**src/rtl/matmul_ctrl.sv**
```systemverilog
// Sequencer for the matrix multiplier: loads A and B from two readers, feeds every
// row-column operand stream to an external MAC, then streams C = A x B out row-major.
module matmul_ctrl #(
  parameter  int n  = 8,
  localparam int IW = $clog2(n)
) (
  input  logic          clk,
  input  logic          rst,
  input  logic          start,
  output logic          done,

  output logic          a_start,
  input  logic [IW-1:0] a_i,
  input  logic [IW-1:0] a_j,
  input  logic [31:0]   a_value,
  input  logic          a_stb,
  output logic          a_ack,
  input  logic          a_done,

  output logic          b_start,
  input  logic [IW-1:0] b_i,
  input  logic [IW-1:0] b_j,
  input  logic [31:0]   b_value,
  input  logic          b_stb,
  output logic          b_ack,
  input  logic          b_done,

  output logic [31:0]   mac_a,
  output logic [31:0]   mac_b,
  output logic          mac_clr,
  output logic          mac_last,
  output logic          mac_stb,
  input  logic          mac_ack,
  input  logic [31:0]   mac_z,
  input  logic          mac_z_stb,
  output logic          mac_z_ack,

  output logic [IW-1:0] c_i,
  output logic [IW-1:0] c_j,
  output logic [31:0]   c_value,
  output logic          c_stb,
  input  logic          c_ack
);

  typedef enum logic [2:0] {
    S_IDLE, S_LOAD_A, S_LOAD_B, S_ISSUE, S_WAIT_Z, S_OUTPUT, S_DONE
  } state_t;

  localparam logic [IW-1:0] LAST = IW'(n - 1);

  state_t        state;
  logic [IW-1:0] i, j, k;
  logic [31:0]   buf_a [n][n];
  logic [31:0]   buf_b [n][n];

  logic          row_last;
  logic [IW-1:0] next_i, next_j, k_inc;

  // NOTE: every signal driven in always_comb gets a value on every path, so no latch is inferred.
  always_comb begin
    row_last = (j == LAST);
    next_i   = row_last ? i + 1'b1 : i;
    next_j   = row_last ? '0 : j + 1'b1;
    k_inc    = k + 1'b1;
  end

  // NOTE: the operand buffers are plain storage with no reset; every entry is written before it is read.
  always_ff @(posedge clk) begin
    if (a_stb && a_ack) buf_a[a_i][a_j] <= a_value;
    if (b_stb && b_ack) buf_b[b_i][b_j] <= b_value;
  end

  // NOTE: sequential state uses non-blocking assignments so every register samples pre-edge values.
  always_ff @(posedge clk or posedge rst) begin
    if (rst) begin
      state     <= S_IDLE;
      i         <= '0;
      j         <= '0;
      k         <= '0;
      done      <= 1'b0;
      a_start   <= 1'b0;
      a_ack     <= 1'b0;
      b_start   <= 1'b0;
      b_ack     <= 1'b0;
      mac_a     <= '0;
      mac_b     <= '0;
      mac_clr   <= 1'b0;
      mac_last  <= 1'b0;
      mac_stb   <= 1'b0;
      mac_z_ack <= 1'b0;
      c_i       <= '0;
      c_j       <= '0;
      c_value   <= '0;
      c_stb     <= 1'b0;
    end else begin
      unique case (state)
        S_IDLE: begin
          if (start) begin
            state   <= S_LOAD_A;
            a_start <= 1'b1;
            a_ack   <= 1'b1;
          end
        end

        S_LOAD_A: begin
          a_start <= 1'b0;
          if (a_done) begin
            state   <= S_LOAD_B;
            a_ack   <= 1'b0;
            b_start <= 1'b1;
            b_ack   <= 1'b1;
          end
        end

        S_LOAD_B: begin
          b_start <= 1'b0;
          if (b_done) begin
            state    <= S_ISSUE;
            b_ack    <= 1'b0;
            i        <= '0;
            j        <= '0;
            k        <= '0;
            mac_stb  <= 1'b1;
            mac_clr  <= 1'b1;
            mac_last <= 1'b0;
            mac_a    <= buf_a[0][0];
            // A final B element landing on this same edge is not in the buffer yet.
            mac_b    <= (b_stb && b_i == '0 && b_j == '0) ? b_value : buf_b[0][0];
          end
        end

        S_ISSUE: begin
          if (mac_ack) begin
            if (k == LAST) begin
              state     <= S_WAIT_Z;
              k         <= '0;
              mac_stb   <= 1'b0;
              mac_clr   <= 1'b0;
              mac_last  <= 1'b0;
              mac_z_ack <= 1'b1;
            end else begin
              k        <= k_inc;
              mac_a    <= buf_a[i][k_inc];
              mac_b    <= buf_b[k_inc][j];
              mac_clr  <= 1'b0;
              mac_last <= (k_inc == LAST);
            end
          end
        end

        S_WAIT_Z: begin
          if (mac_z_stb) begin
            state     <= S_OUTPUT;
            mac_z_ack <= 1'b0;
            c_value   <= mac_z;
            c_i       <= i;
            c_j       <= j;
            c_stb     <= 1'b1;
          end
        end

        S_OUTPUT: begin
          if (c_ack) begin
            c_stb <= 1'b0;
            if (i == LAST && j == LAST) begin
              state <= S_DONE;
              done  <= 1'b1;
            end else begin
              // Next dot product starts only after the consumer took this result.
              state    <= S_ISSUE;
              i        <= next_i;
              j        <= next_j;
              mac_stb  <= 1'b1;
              mac_clr  <= 1'b1;
              mac_last <= 1'b0;
              mac_a    <= buf_a[next_i][0];
              mac_b    <= buf_b[0][next_j];
            end
          end
        end

        S_DONE: begin
          done  <= 1'b0;
          state <= S_IDLE;
        end

        default: state <= S_IDLE;
      endcase
    end
  end

endmodule
```
**config.mk**
```make
export PLATFORM = sky130hd
export DESIGN_NAME = matmul_ctrl
export DESIGN_NICKNAME = d
export VERILOG_FILES = /design/src/rtl/matmul_ctrl.sv
export SDC_FILE = /design/constraint.sdc
export NUM_CORES = 2
export LEC_CHECK = 0
export CORE_ASPECT_RATIO = 0.9
export CORE_MARGIN = 3
export CORE_UTILIZATION = 40
export CTS_CLUSTER_SIZE = 28
export DETAILED_ROUTE_END_ITERATION = 7
export HOLD_SLACK_MARGIN = 0.1
export PLACE_DENSITY_LB_ADDON = 0.08
export SKIP_CTS_REPAIR_TIMING = 1
export SYNTH_ARGS = -nofsm -noshare
export SYNTH_HDL_FRONTEND = slang
export SYNTH_SLANG_ARGS = --single-unit
```
**constraint.sdc**
```tcl
create_clock -name clk -period 4.9 [get_ports clk]
set_input_delay 0.98 -clock clk [delete_from_list [all_inputs] [get_ports clk]]
set_output_delay 0.98 -clock clk [all_outputs]
set_load 0.05 [all_outputs]
```
==> summary.md <==
The flow ran to the end, and the final reports show no timing, DRC or antenna violations. The part of the total power dissipated in combinational logic was 19.5%. The clock reaches the later pin of the worst-skew pair after 0.99 ns.

In the final design database the tool counted 8225 nets. The via count of the first global-routing pass is 86.02k. The commonest non-fill, non-tap cell in the layout is edfxtp_1.

The worst max-slew margin expressed relative to the limit came out at 12.26%. The tools report the first element of the critical path as i[0]. The routed layout has 87.24k vias. The setup check on the worst reg-to-reg path leaves a slack of 0.90 ns. The tools report the wire length of the first global-routing pass as 754.6 mm. The number of synthesized flops with an enable pin is 4096.

After routing, the total negative slack on setup checks comes to 0 ns. Clock tree synthesis found a total of 4220 sinks. The number of filler instances in the final layout is 34.04k. The signal on the critical path passes through buf_4, buf_4, mux4_2, mux2i_1, o21ai_0, o21ai_0, buf_4, o41ai_1. The number of nets in the synthesized netlist is 7535. The worst register-to-register path begins at i[0]. The worst setup timing slack at the placement stage came out at 0.8721 ns. In this run, the clock network consumes 35.9% of the power.

At the pin with the least slew margin, the transition time is 1.306 ns. The startpoint class of the critical path was a register. Counting cells, the worst reg-to-reg path comes to 8. For the maximum clock insertion buffer count, the log shows 4. Count of TritonRoute iterations in the first routing pass: 5. The minimum setup slack in the final design was 0.8967 ns. The worst-path maximum fanout works out to 26.

The critical path's largest stage delay is 0.95 ns, and the leftover overflow at the end of global routing is 0. Counting buffers and inverters, the worst setup path is 8 cells deep. The core region is 0.4113 sq mm. The fraction of synthesis flops using an asynchronous set or reset pin was 2.938%; the number of setup violations in the final report was 0. The critical path in this run is classified as reg2reg. In this design, the largest share of critical-path delay is due to buffers and inverters.

The most critical setup path has its endpoint at mac_a[0]. The logs give 76.14% for the share of synthesized area occupied by flip-flops and latches and 331.3 mm for the half-perimeter wire length after detailed placement. The number of placed I/O pins came out at 230.

Global routing used 25.97% of the available tracks across all layers. The tightest hold margin was 0.4531 ns; the number of flip-flops and latches in the synthesized netlist was 4220. The number of endpoints with negative hold slack in the final report was 0; the number of nets still failing antenna checks after routing was 0.

The most numerous cell type found on the critical path is buf_4. The floorplan step set the die height to 616.4 um. The H-tree was split into 5 levels. Clock transition at the registers of the reported paths: 0.06 ns. In the synthesized netlist, the number of instances is 7409.

For this run, the leading register cell type out of synthesis is edfxtp_1. The top cell types in the final layout, fill and taps aside, are 4096 x edfxtp_1, 1213 x mux4_2, 453 x clkbuf_16. Measured along the x axis, the die boundary spans 684.3 um. The congestion estimate from routability-driven global placement came to 0.8430.

For the starting utilization of the core area, the log shows 40.27%. Counting I/O delays and the setup requirement, the final critical path takes 4.003 ns. Entering global routing, the biggest net connects 93 pins. The tools report the power dissipated by switching net loads as 26460 uW. Summing every instance area after synthesis gives 0.1656 sq mm.

A synthesized cell averages 22.35 sq um. The final-report max-slew violation count was 0. Of the cells placed in the final design, the portion with a size suffix greater than 1 is 30.89%.

The final critical-path share of the clock period works out to 81.70%. The initial DRC count is 12.77k, and the upper clock frequency limit is 249.8 MHz. The netlist uses 72 different library cells. During placement, the flow inserted port buffers numbering 229.

The total number of placement rows is 223, and the total leakage power is 0.05886 uW. The tool flagged a number of max-cap violations equal to 0. The die covers 0.4218 sq mm.

Among all stages on the critical path, the largest delay is contributed by dfrtp_4. After detailed routing, the number of vias per cell comes to 6.228. Internal power comes to 65820 uW.

The tools report the initial antenna violation count as 43. The worst hold path belongs to the class in2reg. The part of the power in registers was 44.5%. For the worst IR drop on VDD, the log shows 0.5565 mV. Kind of capture point of the worst setup path: a register.

Setup repair after global routing left no endpoint under its margin. The number of clock buffers added by TritonCTS is 446. For the worst setup path, the data arrival time is 4.82 ns. At the worst endpoint, the required time is 5.72 ns. The depth of the worst hold-timing path came out at 1. Of the total power, the share spent switching nets is 28.67%. Wire length reported by the detailed router: 555.2 mm. The mean routed wirelength per cell is 39.63 um, and the area growth from synthesis to layout is 16.15%. For this run, the share of the core covered by cells in the final layout is 46.77%.

Count of yosys warnings during synthesis: 0. The power density over the cells came out at 479.7 mW/mm^2. Buffering stage count on the worst path with inverters included: 3. CTS placed an instance of clkbuf_16 at the clock tree root. Overall power consumption: 92280 uW. The tools report the DRC violation count after routing as 0. The worst register-to-register path ends at mac_a[0].

On the final layout, the worst clock skew is 0.04903 ns. TritonCTS built the clock tree.
[synth_stat cells, types with 6 or more instances]
| cell | number | area (sq um) |
|---|---|---|
| nand4_1 | 9 | 56.30 |
| a31oi_1 | 38 | 237.7 |
| a222oi_1 | 24 | 240.2 |
| a41oi_1 | 6 | 52.55 |
| o31ai_1 | 7 | 52.55 |
| mux4_2 | 1213 | 27320 |
| clkbuf_1 | 186 | 698.2 |
| a22oi_1 | 102 | 765.7 |
| nand3b_1 | 11 | 82.58 |
| a21oi_1 | 66 | 330.3 |
| and2_1 | 28 | 175.2 |
| nor4_1 | 8 | 50.05 |
| nor3_1 | 25 | 125.1 |
| a22o_1 | 14 | 122.6 |
| buf_4 | 19 | 142.6 |
| nand2b_1 | 20 | 125.1 |
| buf_1 | 57 | 214.0 |
| a211oi_1 | 35 | 262.8 |
| nand3_1 | 46 | 230.2 |
| nand2_1 | 205 | 769.5 |
| nor2b_1 | 27 | 168.9 |
| o22ai_1 | 100 | 625.6 |
| or2_2 | 7 | 43.79 |
| mux2_2 | 92 | 1036 |
| dfrtp_1 | 124 | 3103 |
| o211ai_1 | 28 | 210.2 |
| a2111oi_0 | 11 | 96.34 |
| edfxtp_1 | 4096 | 123000 |
| o32ai_1 | 6 | 52.55 |
| mux2i_1 | 186 | 1862 |
| a211o_1 | 7 | 61.31 |
| nor2_1 | 222 | 833.3 |
| or3b_2 | 6 | 52.55 |
| ha_1 | 8 | 100.1 |
| buf_2 | 173 | 865.8 |
| a221oi_1 | 17 | 148.9 |
| a32oi_1 | 8 | 70.07 |
| o221ai_1 | 26 | 227.7 |
| or3_1 | 7 | 43.79 |
| a221o_1 | 7 | 70.07 |
| o21ai_0 | 63 | 315.3 |
[worst min path at each step]
stage	endpoint	slack, ns	from
floorplan	k[2]	0.48	k[2]
global placement	c_value[15]	0.49	c_value[15]
detailed placement	c_value[16]	0.50	c_value[16]
CTS	buf_b[7][22]	0.38	b_value[22]
global route	buf_a[2][12]	0.43	a_value[12]
finish	buf_a[2][12]	0.45	a_value[12]
[cells by family (layout without fill, tap and decap cells)]
| family | count (synthesis) | count (layout) | synth area share [%] |
|---|---|---|---|
| flops | 4220 | 4220 | 76.14 |
| mux | 1493 | 1493 | 18.26 |
| simple gates | 640 | 640 | 1.757 |
| compound gates | 602 | 602 | 2.576 |
| buf+inv | 444 | 1519 | 1.194 |
| fa+ha+maj | 8 | 8 | 0.06044 |
| xor+xnor | 2 | 2 | 0.01058 |
| other cells | 0 | 11 | 0 |
[area by class of cell]
class	count	area [sq um]	share of cell area [%]
Antenna cell	11	27.53	0.01431
Inverter	6	45.04	0.02342
Clock buffer	623	12240	6.365
Clock inverter	210	1914	0.9952
Timing Repair Buffer	680	6449	3.352
Sequential cell	4220	126100	65.57
Multi-Input combinational cell	2745	38660	20.10
Tap cell	5512	6897	3.585
[registers in the layout, indices dropped and copies added (netlist names), 3 cells and up]
signal and count:
buf_a 2048, buf_b 2048, c_i 3, c_j 3, c_value 32, i 3
j 3, k 3, mac_a 32, mac_b 32, state 3
[metal layers]
layer,GRT usage (%),wire (um),up-vias
met5,0,80,-
met4,5.471,12020,12
met3,4.770,51550,648
met2,38.19,246100,4520
met1,40.49,245500,48760
li1,-,-,33300
[power groups by stage]
stage          clock network, uW  registers (uW)  logic, uW
5_1_grt                    35200           41100      18800
3_5_place_dp                   0           41900      18100
2_1_floorplan                  0           42700       9180
4_1_cts                    33700           41100      18100
3_3_place_gp                   0           41900      18000
6_report                   33200           41100      18000
[per-stage QoR]
stage,instances,cell area [sq um]
5_1_grt,14000,192300
3_3_place_gp,13160,178200
3_5_place_dp,13160,178200
4_1_cts,14000,192300
6_report,14010,192400
2_1_floorplan,7409,165600
No activity file was read; power rests on OpenSTA's default activity.
